[src/rtl/score_lives_controller.sv]
// Game-state stage: turns collision pulses into a BCD score, a lives count and a play/respawn/over FSM.
// Optional macro SCORE_HIGH_SCORE_EN builds the high-score register; otherwise high_score_bcd is tied to zero.
module score_lives_controller #(
    parameter int unsigned START_LIVES     = 3,
    parameter logic [7:0]  ASTEROID_POINTS = 8'h10,
    parameter logic [23:0] RESPAWN_CYCLES  = 24'd100
) (
    input  logic        clk,
    input  logic        reset_n,
    input  logic        start,
    input  logic        asteroid_hit,
    input  logic        ship_hit,
    output logic [15:0] score_bcd,
    output logic [2:0]  lives,
    output logic        playing,
    output logic        invulnerable,
    output logic        game_over,
    output logic [15:0] high_score_bcd
);

    localparam int unsigned DIGITS  = 4;
    localparam int unsigned SCORE_W = 16;
    localparam int unsigned LIVES_W = 3;
    localparam int unsigned CNT_W   = 24;
    localparam logic [SCORE_W-1:0] ADDEND    = {8'h00, ASTEROID_POINTS};
    localparam logic [SCORE_W-1:0] SCORE_MAX = 16'h9999;

    typedef enum logic [1:0] {IDLE, PLAY, RESPAWN, OVER} state_t;

    state_t             state;
    state_t             state_next;
    logic               start_q;
    logic               asteroid_q;
    logic               ship_q;
    logic [CNT_W-1:0]   respawn_cnt;
    logic               start_ev;
    logic               asteroid_ev;
    logic               ship_ev;
    logic [SCORE_W-1:0] score_sum_c;
    logic [SCORE_W-1:0] score_next_c;
    logic [4:0]         dsum;
    logic               carry;

    assign start_ev    = start & ~start_q;
    assign asteroid_ev = asteroid_hit & ~asteroid_q;
    assign ship_ev     = ship_hit & ~ship_q;

    // Saturating 4-digit BCD add; a carry out of the top digit means the true sum exceeds 9999.
    always_comb begin
        score_sum_c = '0;
        carry       = 1'b0;
        dsum        = '0;
        for (int i = 0; i < int'(DIGITS); i++) begin
            dsum = 5'(score_bcd[i*4 +: 4]) + 5'(ADDEND[i*4 +: 4]) + 5'(carry);
            if (dsum > 5'd9) begin
                dsum  = dsum + 5'd6;
                carry = 1'b1;
            end else begin
                carry = 1'b0;
            end
            score_sum_c[i*4 +: 4] = dsum[3:0];
        end
        if (carry) begin
            score_sum_c = SCORE_MAX;
        end
    end

    assign score_next_c = (asteroid_ev && (state == PLAY || state == RESPAWN)) ? score_sum_c : score_bcd;

    always_comb begin
        state_next = state;
        case (state)
            IDLE, OVER: if (start_ev) state_next = PLAY;
            PLAY:       if (ship_ev) state_next = (lives > 3'd1) ? RESPAWN : OVER;
            RESPAWN:    if (respawn_cnt == '0) state_next = PLAY;
            default:    state_next = IDLE;
        endcase
    end

    // State, status flags, score, lives and respawn timer
    always_ff @(posedge clk or negedge reset_n) begin
        if (!reset_n) begin
            state        <= IDLE;
            start_q      <= 1'b0;
            asteroid_q   <= 1'b0;
            ship_q       <= 1'b0;
            respawn_cnt  <= '0;
            score_bcd    <= '0;
            lives        <= '0;
            playing      <= 1'b0;
            invulnerable <= 1'b0;
            game_over    <= 1'b0;
        end else begin
            start_q      <= start;
            asteroid_q   <= asteroid_hit;
            ship_q       <= ship_hit;
            state        <= state_next;
            playing      <= (state_next == PLAY) || (state_next == RESPAWN);
            invulnerable <= (state_next == RESPAWN);
            game_over    <= (state_next == OVER);
            case (state)
                IDLE, OVER: begin
                    if (start_ev) begin
                        score_bcd <= '0;
                        lives     <= LIVES_W'(START_LIVES);
                    end
                end
                PLAY: begin
                    score_bcd <= score_next_c;
                    if (ship_ev) begin
                        if (lives > 3'd1) begin
                            lives       <= lives - 3'd1;
                            respawn_cnt <= RESPAWN_CYCLES - CNT_W'(1);
                        end else begin
                            lives <= '0;
                        end
                    end
                end
                RESPAWN: begin
                    score_bcd <= score_next_c;
                    if (respawn_cnt != '0) respawn_cnt <= respawn_cnt - CNT_W'(1);
                end
                default: ;
            endcase
        end
    end

`ifdef SCORE_HIGH_SCORE_EN
    logic enter_over_c;
    assign enter_over_c = (state == PLAY) && (state_next == OVER);

    // Best final score, captured including any same-cycle asteroid points
    always_ff @(posedge clk or negedge reset_n) begin
        if (!reset_n) begin
            high_score_bcd <= '0;
        end else if (enter_over_c && (score_next_c > high_score_bcd)) begin
            high_score_bcd <= score_next_c;
        end
    end
`else
    assign high_score_bcd = '0;
`endif

endmodule

[config.mk]
export PLATFORM = sky130hd
export DESIGN_NAME = score_lives_controller
export DESIGN_NICKNAME = d
export VERILOG_FILES = /design/src/rtl/score_lives_controller.sv
export SDC_FILE = /design/constraint.sdc
export NUM_CORES = 1
export LEC_CHECK = 0
export CAP_MARGIN = 10
export CORE_MARGIN = 8
export CORE_UTILIZATION = 45
export DETAILED_ROUTE_END_ITERATION = 10
export PLACE_DENSITY_LB_ADDON = 0.3
export REMOVE_ABC_BUFFERS = 1
export SYNTH_ARGS = -nofsm -noshare
export SYNTH_HDL_FRONTEND = slang
export SYNTH_SLANG_ARGS = --single-unit
[constraint.sdc]
create_clock -name clk -period 6.39 [get_ports clk]
set_clock_uncertainty 0.15 [all_clocks]
set_input_delay 1.278 -clock clk [delete_from_list [all_inputs] [get_ports clk]]
set_output_delay 1.278 -clock clk [all_outputs]
set_load 0.05 [all_outputs]
==> results_tabular.tex, run 1 <==
\begin{tabular}{lr}
\hline
Metric & Value \\
\hline
\multicolumn{2}{l}{\textbf{Yosys}} \\
Netlist Area Pre-Place & 3520 sq um \\
Post-synth cell types & 63 \\
Flip-flop and latch count after synthesis & 51 \\
Ranking of synthesized cells by area & sky130\_fd\_sc\_hd\_\_dfrtp\_1 36\%, sky130\_fd\_sc\_hd\_\_ha\_1 5.7\%, sky130\_fd\_sc\_hd\_\_a21oi\_1 4.3\%, sky130\_fd\_sc\_hd\_\_nor2\_1 3.6\%, sky130\_fd\_sc\_hd\_\_buf\_4 3.4\% \\
Number of warnings issued by yosys & 0 \\
Top cell type's share of synthesized area & 36.2\% \\
Mean instance size in the synthesized netlist & 8.75 sq um \\
Count of flip-flops with a built-in enable after synthesis & 0 \\
Primary FF master, synth & sky130\_fd\_sc\_hd\_\_dfrtp\_1 \\
Fraction of the yosys area taken by sequential cells & 36.2\% \\
Async set-or-reset flop fraction in the synthesized netlist & 100\% \\
Synthesized netlist cell count & 403 \\
Post-synthesis cell type with the largest combined area & sky130\_fd\_sc\_hd\_\_dfrtp\_1 \\
\multicolumn{2}{l}{\textbf{STA}} \\
Transition time at the pin with the least slew margin & 0.969 ns \\
Minimum setup slack in the final design & 1.35 ns \\
Shortest clock period the worst path allows after layout & 5.04 ns \\
Hold violation total from the final report & 0 \\
Maximum frequency from static timing analysis & 198 MHz \\
Unrepaired setup endpoints after global routing & no \\
Finish-stage setup viols & 0 \\
Worst slew margin & 34.9\% \\
Final TNS setup & 0 ns \\
Tcrit/Tclk final & 78.9\% \\
Total count of max-transition violations in the final report & 0 \\
\multicolumn{2}{l}{\textbf{Placed design}} \\
Placed cell areas & 3770 sq um \\
Number of placed instances with taps included & 509 \\
Pre-CTS setup slack & 1.36 ns \\
Placer Congestion & 0.828 \\
Estimated wirelength of the detail-placed design & 5.54 mm \\
IO Port Bufs & 26 \\
\multicolumn{2}{l}{\textbf{Worst setup path}} \\
Most Frequent Cell on Critical Path & sky130\_fd\_sc\_hd\_\_ha\_1 \\
Reg-to-Reg End & score\_bcd[6]\$\_DFFE\_PN0P\_ \\
Crit path launch & score\_bcd[2]\$\_DFFE\_PN0P\_ \\
Kind of end point of the critical path & register \\
Crit Path Max Fanout & 10 \\
CP required & 6.48 ns \\
Critical path class & register to register \\
Critical Path Stages & 18 \\
Setup slack, reg-to-reg & 1.35 ns \\
Largest stage delay on the critical path & 0.43 ns \\
R2R depth & 18 \\
Worst path buffer plus inverter count & 1 \\
Cell Chain, Critical Path & o21ai\_0 -> ha\_1 -> inv\_1 -> ha\_1 -> nand2b\_1 -> a21oi\_1 -> a311oi\_1 -> ha\_1 -> ha\_1 -> and4b\_1 -> nor3\_1 -> ha\_1 -> ha\_1 -> nor2b\_1 -> o21bai\_1 -> and2\_1 -> o41ai\_1 -> a21bo\_2 \\
Slowest stage cell on the critical path & sky130\_fd\_sc\_hd\_\_a311oi\_1 \\
Reg2Reg Launch Point & score\_bcd[2]\$\_DFFE\_PN0P\_ \\
Top Family by Delay on Critical Path & adder cells \\
Worst Setup Start Kind & register \\
Crit path arrival time & 5.13 ns \\
Critical path capture point & score\_bcd[6]\$\_DFFE\_PN0P\_ \\
\multicolumn{2}{l}{\textbf{Pwr}} \\
Net switching power & 542 uW \\
Logic pwr share & 45.6\% \\
PD cells & 313 nW/um\^{}2 \\
Leak & 0.00164 uW \\
Cell internal power dissipation & 675 uW \\
Share of total power consumed by net switching & 44.6\% \\
VDD IR max & 0.000122 V \\
Portion of total power attributed to sequential cells & 34.9\% \\
Part of the total power dissipated in the clock network & 19.5\% \\
\multicolumn{2}{l}{\textbf{Layout}} \\
Total number of nets in the final design & 435 \\
Non-filler instance count after layout & 517 \\
Register Area & 1280 sq um \\
Fraction of final layout cells sized beyond drive strength 1 & 6.75\% \\
Area used by multi-input combinational logic & 2030 sq um \\
Number of inserted diodes & 0 \\
Fill cell instance count of the final layout & 714 \\
Final Instance Area & 3890 sq um \\
Syn-to-layout area delta & 10.4\% \\
\multicolumn{2}{l}{\textbf{Clocking}} \\
Post-CTS setup buffer count & 0 \\
H-tree levels & 2 \\
Clock sinks & 51 \\
Latest clock arrival within the worst-skew pair & 0.31 ns \\
\# resized after CTS & 0 \\
CTS Hold Bufs & 0 \\
Clock transition time at the flip-flop clock pins of the worst setup and hold paths & 0.11 ns \\
CTS tree & yes \\
TritonCTS buffer count & 5 \\
Maximum buffer depth of the clock tree & 2 \\
CTS Root Buffer Type & sky130\_fd\_sc\_hd\_\_clkbuf\_8 \\
\multicolumn{2}{l}{\textbf{Floorplanning}} \\
Die Ht & 105 um \\
Placement Rows & 32 \\
IO Count & 43 \\
Die X & 105 um \\
Area of the core & 7650 sq um \\
Overall die area & 10900 sq um \\
Initial core utilization & 46.1\% \\
\multicolumn{2}{l}{\textbf{Route}} \\
DRT antenna net count & 0 \\
Via count & 3035 \\
Routed length per instance & 15.3 um \\
Detailed Route Iter0 Violations & 191 \\
Post-detailed-route DRC marker count & 0 \\
Routed Wire Length & 7.92 mm \\
Detail-routed via count per cell & 5.87 \\
Total iterations of the first detailed-routing run & 4 \\
\multicolumn{2}{l}{\textbf{Outcome}} \\
Outcome & completed \\
\multicolumn{2}{l}{\textbf{GRT}} \\
Wire length of the first global-routing pass & 13.8 mm \\
Via count of the first global-routing pass & 2901 \\
Global route overflow & 0 \\
Largest net degree at the start of global routing & 39 \\
Overall routing resource usage & 14.7\% \\
Initial antenna violation count & 0 \\
\multicolumn{2}{l}{\textbf{Worst hold path}} \\
Hold Path Class & register to register \\
\multicolumn{2}{l}{\textbf{Flow run}} \\
Max-cap violation count & 0 \\
\hline
\end{tabular}
## worst reg2reg max path: cells and delay by family, from the launching register on
| kind | cells | cell delay (ns) |
|---|---|---|
| compound gates | 6 | 1.46 |
| fa+ha+maj | 6 | 1.81 |
| buf+inv | 1 | 0.05 |
| flops | 1 | 0.42 |
| simple gates | 5 | 1.10 |
## Yosys cell counts, types with 6 or more instances
| cell type | count |
|---|---|
| sky130_fd_sc_hd__a21oi_1 | 30 |
| sky130_fd_sc_hd__mux2i_1 | 6 |
| sky130_fd_sc_hd__nor3_1 | 15 |
| sky130_fd_sc_hd__inv_1 | 17 |
| sky130_fd_sc_hd__o21ai_0 | 17 |
| sky130_fd_sc_hd__ha_1 | 16 |
| sky130_fd_sc_hd__a22o_1 | 6 |
| sky130_fd_sc_hd__buf_4 | 16 |
| sky130_fd_sc_hd__nand2_1 | 30 |
| sky130_fd_sc_hd__nor2b_1 | 6 |
| sky130_fd_sc_hd__nand2b_1 | 10 |
| sky130_fd_sc_hd__dfrtp_1 | 51 |
| sky130_fd_sc_hd__nand3_1 | 12 |
| sky130_fd_sc_hd__clkbuf_1 | 22 |
| sky130_fd_sc_hd__xnor2_1 | 6 |
| sky130_fd_sc_hd__nor2_1 | 34 |
| sky130_fd_sc_hd__a31oi_1 | 10 |
## placed cells by master (no fill, tap or decap), drive strengths merged, types with 6 or more instances in the layout
| cell | count |
|---|---|
| a21oi | 32 |
| a22o | 6 |
| a31oi | 10 |
| clkdlybuf4s50 | 25 |
| conb | 16 |
| dfrtp | 51 |
| ha | 16 |
| inv | 18 |
| mux2i | 6 |
| nand2 | 31 |
| nand2b | 10 |
| nand3 | 12 |
| nor2 | 34 |
| nor2b | 6 |
| nor3 | 15 |
| nor4 | 6 |
| o21ai | 18 |
| xnor2 | 6 |
## layer usage
metal / global-route usage (%) / vias to the layer above / share of wire (%)
met4: 3.52 / 0 / 0.98
met1: 19.4 / 1480 / 47
met5: 0 / - / 0
met2: 23.6 / 83 / 47
li1: - / 1464 / -
met3: 3.41 / 8 / 5.0
## kinds of logic (layout without fill, tap and decap cells)
| group | Yosys count | after routing | share of synthesized area [%] |
|---|---|---|---|
| other | 1 | 16 | 0.106 |
| multiplexers | 7 | 7 | 2.02 |
| buffers and inverters | 57 | 54 | 7.99 |
| AO/OA/AOI/OAI | 114 | 114 | 22.3 |
| AND/OR/NAND/NOR | 151 | 151 | 24.2 |
| flip-flops | 51 | 51 | 36.2 |
| XOR/XNOR | 6 | 6 | 1.49 |
| adder cells (fa/ha/maj) | 16 | 16 | 5.68 |
## final cells by class
cell class | instances | area share, %
clock buffer | 5 | 1.77
inverter | 17 | 1.64
timing repair buffer | 29 | 7.14
clock inverter | 3 | 1.19
tap | 102 | 3.28
multi-input combinational | 310 | 52.2
sequential | 51 | 32.8
## sequential cells by signal, summed over array words and instances, names as in the netlist
name          flops
playing           1
start_q           1
game_over         1
lives             3
invulnerable      1
ship_q            1
asteroid_q        1
score_bcd        16
state             2
respawn_cnt      24
## worst min-delay path by stage
| stage | from | endpoint | slack (ns) | depth (start not counted) |
|---|---|---|---|---|
| 2_1_floorplan | respawn_cnt[20]$_DFFE_PN0P_ | respawn_cnt[20]$_DFFE_PN0P_ | 0.29 | 1 |
| 3_3_place_gp | respawn_cnt[20]$_DFFE_PN0P_ | respawn_cnt[20]$_DFFE_PN0P_ | 0.31 | 1 |
| 3_5_place_dp | respawn_cnt[20]$_DFFE_PN0P_ | respawn_cnt[20]$_DFFE_PN0P_ | 0.31 | 1 |
| 4_1_cts | respawn_cnt[20]$_DFFE_PN0P_ | respawn_cnt[20]$_DFFE_PN0P_ | 0.32 | 1 |
| 5_1_grt | respawn_cnt[20]$_DFFE_PN0P_ | respawn_cnt[20]$_DFFE_PN0P_ | 0.33 | 1 |
| 6_report | respawn_cnt[20]$_DFFE_PN0P_ | respawn_cnt[20]$_DFFE_PN0P_ | 0.32 | 1 |
## through the flow
step	power [uW]	utilization (%)	hold WS, ns
6_report	1220	50.9	0.320
5_1_grt	1290	50.9	0.330
4_1_cts	1230	50.9	0.323
3_5_place_dp	986	49.4	0.308
3_3_place_gp	978	49.4	0.306
2_1_floorplan	820	-	0.293
## power groups by stage
stage	clock, uW	sequential (uW)	combinational, uW
5_1_grt	255	434	603
2_1_floorplan	0	524	296
3_5_place_dp	0	431	554
6_report	238	425	554
4_1_cts	244	425	556
3_3_place_gp	0	430	548
No activity file was read; power rests on OpenSTA's default activity.
==> run 2, diff against run 1 <==
==> constraint.sdc (replaced) <==
create_clock -name clk -period 4.95 [get_ports clk]
set_clock_uncertainty 0.15 [all_clocks]
set_input_delay 0.99 -clock clk [delete_from_list [all_inputs] [get_ports clk]]
set_output_delay 0.99 -clock clk [all_outputs]
set_load 0.05 [all_outputs]
==> results_tabular.tex, run 2 (synthesized netlist as in run 1, its figures left out) <==
\begin{tabular}{lr}
\hline
Metric & Value \\
\hline
\multicolumn{2}{l}{\textbf{Route}} \\
Via count & 2992 \\
Post-detailed-route DRC marker count & 0 \\
Routed length per instance & 15.5 um \\
Routed Wire Length & 8.03 mm \\
Detailed Route Iter0 Violations & 139 \\
DRT antenna net count & 0 \\
Detail-routed via count per cell & 5.76 \\
Total iterations of the first detailed-routing run & 4 \\
\multicolumn{2}{l}{\textbf{Worst setup path}} \\
Worst path buffer plus inverter count & 1 \\
CP required & 5.00 ns \\
Slowest stage cell on the critical path & sky130\_fd\_sc\_hd\_\_dfrtp\_1 \\
Kind of end point of the critical path & register \\
Most Frequent Cell on Critical Path & sky130\_fd\_sc\_hd\_\_ha\_1 \\
Top Family by Delay on Critical Path & adder cells \\
Crit path arrival time & 4.70 ns \\
Crit Path Max Fanout & 10 \\
Critical path class & register to register \\
Worst Setup Start Kind & register \\
Largest stage delay on the critical path & 0.45 ns \\
Cell Chain, Critical Path & o21ai\_2 -> ha\_1 -> inv\_1 -> ha\_1 -> nand2b\_1 -> a21oi\_1 -> a311oi\_2 -> ha\_1 -> ha\_2 -> nand2b\_1 -> a21oi\_1 -> nor3\_1 -> ha\_1 -> ha\_1 -> nor2b\_1 -> o21bai\_1 -> and2\_2 -> o31ai\_2 -> a22o\_1 \\
\multicolumn{2}{l}{\textbf{Pwr}} \\
Net switching power & 691 uW \\
PD cells & 399 nW/um\^{}2 \\
Logic pwr share & 45.6\% \\
Cell internal power dissipation & 872 uW \\
Leak & 0.00165 uW \\
Part of the total power dissipated in the clock network & 19.2\% \\
Portion of total power attributed to sequential cells & 35.1\% \\
VDD IR max & 0.000151 V \\
Share of total power consumed by net switching & 44.2\% \\
\multicolumn{2}{l}{\textbf{Placed design}} \\
Placer Congestion & 0.818 \\
Placed cell areas & 3790 sq um \\
IO Port Bufs & 26 \\
Estimated wirelength of the detail-placed design & 5.65 mm \\
\multicolumn{2}{l}{\textbf{GRT}} \\
Global route overflow & 0 \\
Initial antenna violation count & 0 \\
Overall routing resource usage & 14.6\% \\
Largest net degree at the start of global routing & 52 \\
Via count of the first global-routing pass & 2819 \\
Wire length of the first global-routing pass & 13.5 mm \\
\multicolumn{2}{l}{\textbf{Layout}} \\
Number of flip-flops under the largest register name & 24 \\
Total number of nets in the final design & 437 \\
Registers with the highest flip-flop counts & respawn\_cnt (24), score\_bcd (16), lives (3) \\
Final Instance Area & 3920 sq um \\
Finished Core Util & 51.3\% \\
Fraction of final layout cells sized beyond drive strength 1 & 8.39\% \\
Leading cell type in the layout, fill and taps excluded & sky130\_fd\_sc\_hd\_\_dfrtp\_1 \\
Syn-to-layout area delta & 11.3\% \\
Commonest cells after routing, fill and taps aside & 51 x sky130\_fd\_sc\_hd\_\_dfrtp\_1, 34 x sky130\_fd\_sc\_hd\_\_nor2\_1, 30 x sky130\_fd\_sc\_hd\_\_a21oi\_1, 30 x sky130\_fd\_sc\_hd\_\_nand2\_1, 25 x sky130\_fd\_sc\_hd\_\_clkdlybuf4s50\_1 \\
Register containing the most flip-flops in the final layout & respawn\_cnt \\
Number of inserted diodes & 0 \\
\multicolumn{2}{l}{\textbf{Flow run}} \\
Max-cap violation count & 0 \\
\multicolumn{2}{l}{\textbf{Clocking}} \\
Clock sinks & 51 \\
Post-CTS setup buffer count & 0 \\
CTS Root Buffer Type & sky130\_fd\_sc\_hd\_\_clkbuf\_8 \\
Clock transition time at the flip-flop clock pins of the worst setup and hold paths & 0.10 ns \\
Latest clock arrival within the worst-skew pair & 0.31 ns \\
Maximum buffer depth of the clock tree & 2 \\
CTS Hold Bufs & 0 \\
H-tree levels & 2 \\
CTS tree & yes \\
TritonCTS buffer count & 5 \\
\multicolumn{2}{l}{\textbf{Outcome}} \\
Outcome & completed \\
\multicolumn{2}{l}{\textbf{Floorplanning}} \\
Die Ht & 105 um \\
Die X & 105 um \\
IO Count & 43 \\
Placement Rows & 32 \\
Initial core utilization & 46.1\% \\
Overall die area & 10900 sq um \\
Area of the core & 7650 sq um \\
\multicolumn{2}{l}{\textbf{STA}} \\
Final Hold Slack & 0.323 ns \\
Final TNS setup & 0 ns \\
Hold violation total from the final report & 0 \\
Transition time at the pin with the least slew margin & 0.943 ns \\
Finish-stage setup viols & 0 \\
Total count of max-transition violations in the final report & 0 \\
Worst slew margin & 36.6\% \\
Shortest clock period the worst path allows after layout & 4.65 ns \\
Tcrit/Tclk final & 94.0\% \\
Maximum frequency from static timing analysis & 215 MHz \\
\multicolumn{2}{l}{\textbf{Worst hold path}} \\
Hold Path Class & register to register \\
\hline
\end{tabular}
## run 2: path summary, 6_finish.rpt
check                           slack (ns)                   startpoint  cells after the start                           to
worst max-delay path                  0.30     score_bcd[2]$_DFFE_PN0P_                     19     score_bcd[2]$_DFFE_PN0P_
worst min-delay path                  0.32  respawn_cnt[20]$_DFFE_PN0P_                      1  respawn_cnt[20]$_DFFE_PN0P_
worst max register to register        0.30     score_bcd[2]$_DFFE_PN0P_                     19     score_bcd[2]$_DFFE_PN0P_
worst min register to register        0.32  respawn_cnt[20]$_DFFE_PN0P_                      1  respawn_cnt[20]$_DFFE_PN0P_
max in group asynchronous             3.55                      reset_n                      2  respawn_cnt[10]$_DFFE_PN0P_
min in group asynchronous             0.62                      reset_n                      2         lives[0]$_DFFE_PN0P_
## run 2: metal layers
layer  wire, um  track usage (%)  vias up
li1           -                -     1474
met1       3850             18.7     1444
met2       3740             24.4       65
met3        376             3.47        9
met4         65             2.90        0
met5          0                0        -
## run 2: metrics by stage
| stage | cells | total power, uW | worst slack [ns] |
|---|---|---|---|
| floorplan | 378 | 1060 | 0.218 |
| global placement | 511 | 1260 | 0.189 |
| detailed placement | 511 | 1270 | -0.0691 |
| CTS | 519 | 1570 | 0.0424 |
| global route | 519 | 1660 | -0.0287 |
| finish | 519 | 1560 | 0.299 |
## run 2: what timing repair did
action / 4_1_cts / 5_1_grt
setup endpoints to repair: 4 / 10
hold endpoints to repair: 0 / 0
gates resized for setup: 1 / 5
## run 2: final cells by class
type,count,area [sq um]
sequential,51,1280
clock buffer,5,68.8
tap,102,128
clock inverter,3,43.8
multi-input combinational,310,2050
timing repair buffer,31,293
fill,729,3730
inverter,17,63.8
## run 2: power groups by stage
stage	Combinational (uW)	Sequential, uW	Clock [uW]
finish	713	549	301
global route	781	561	321
CTS	716	549	308
detailed placement	712	557	0
global placement	706	555	0
floorplan	382	677	0
==> run 3, diff against run 2 <==
--- a/config.mk
+++ b/config.mk
@@ -8,6 +8,7 @@
 export CAP_MARGIN = 10
 export CORE_MARGIN = 8
 export CORE_UTILIZATION = 45
+export CTS_BUF_LIST = sky130_fd_sc_hd__clkbuf_8 sky130_fd_sc_hd__clkbuf_16
 export DETAILED_ROUTE_END_ITERATION = 10
 export PLACE_DENSITY_LB_ADDON = 0.3
 export REMOVE_ABC_BUFFERS = 1
==> results of run 3 <==
Same layout as run 2: the final DEF is identical, and so are final timing and power.
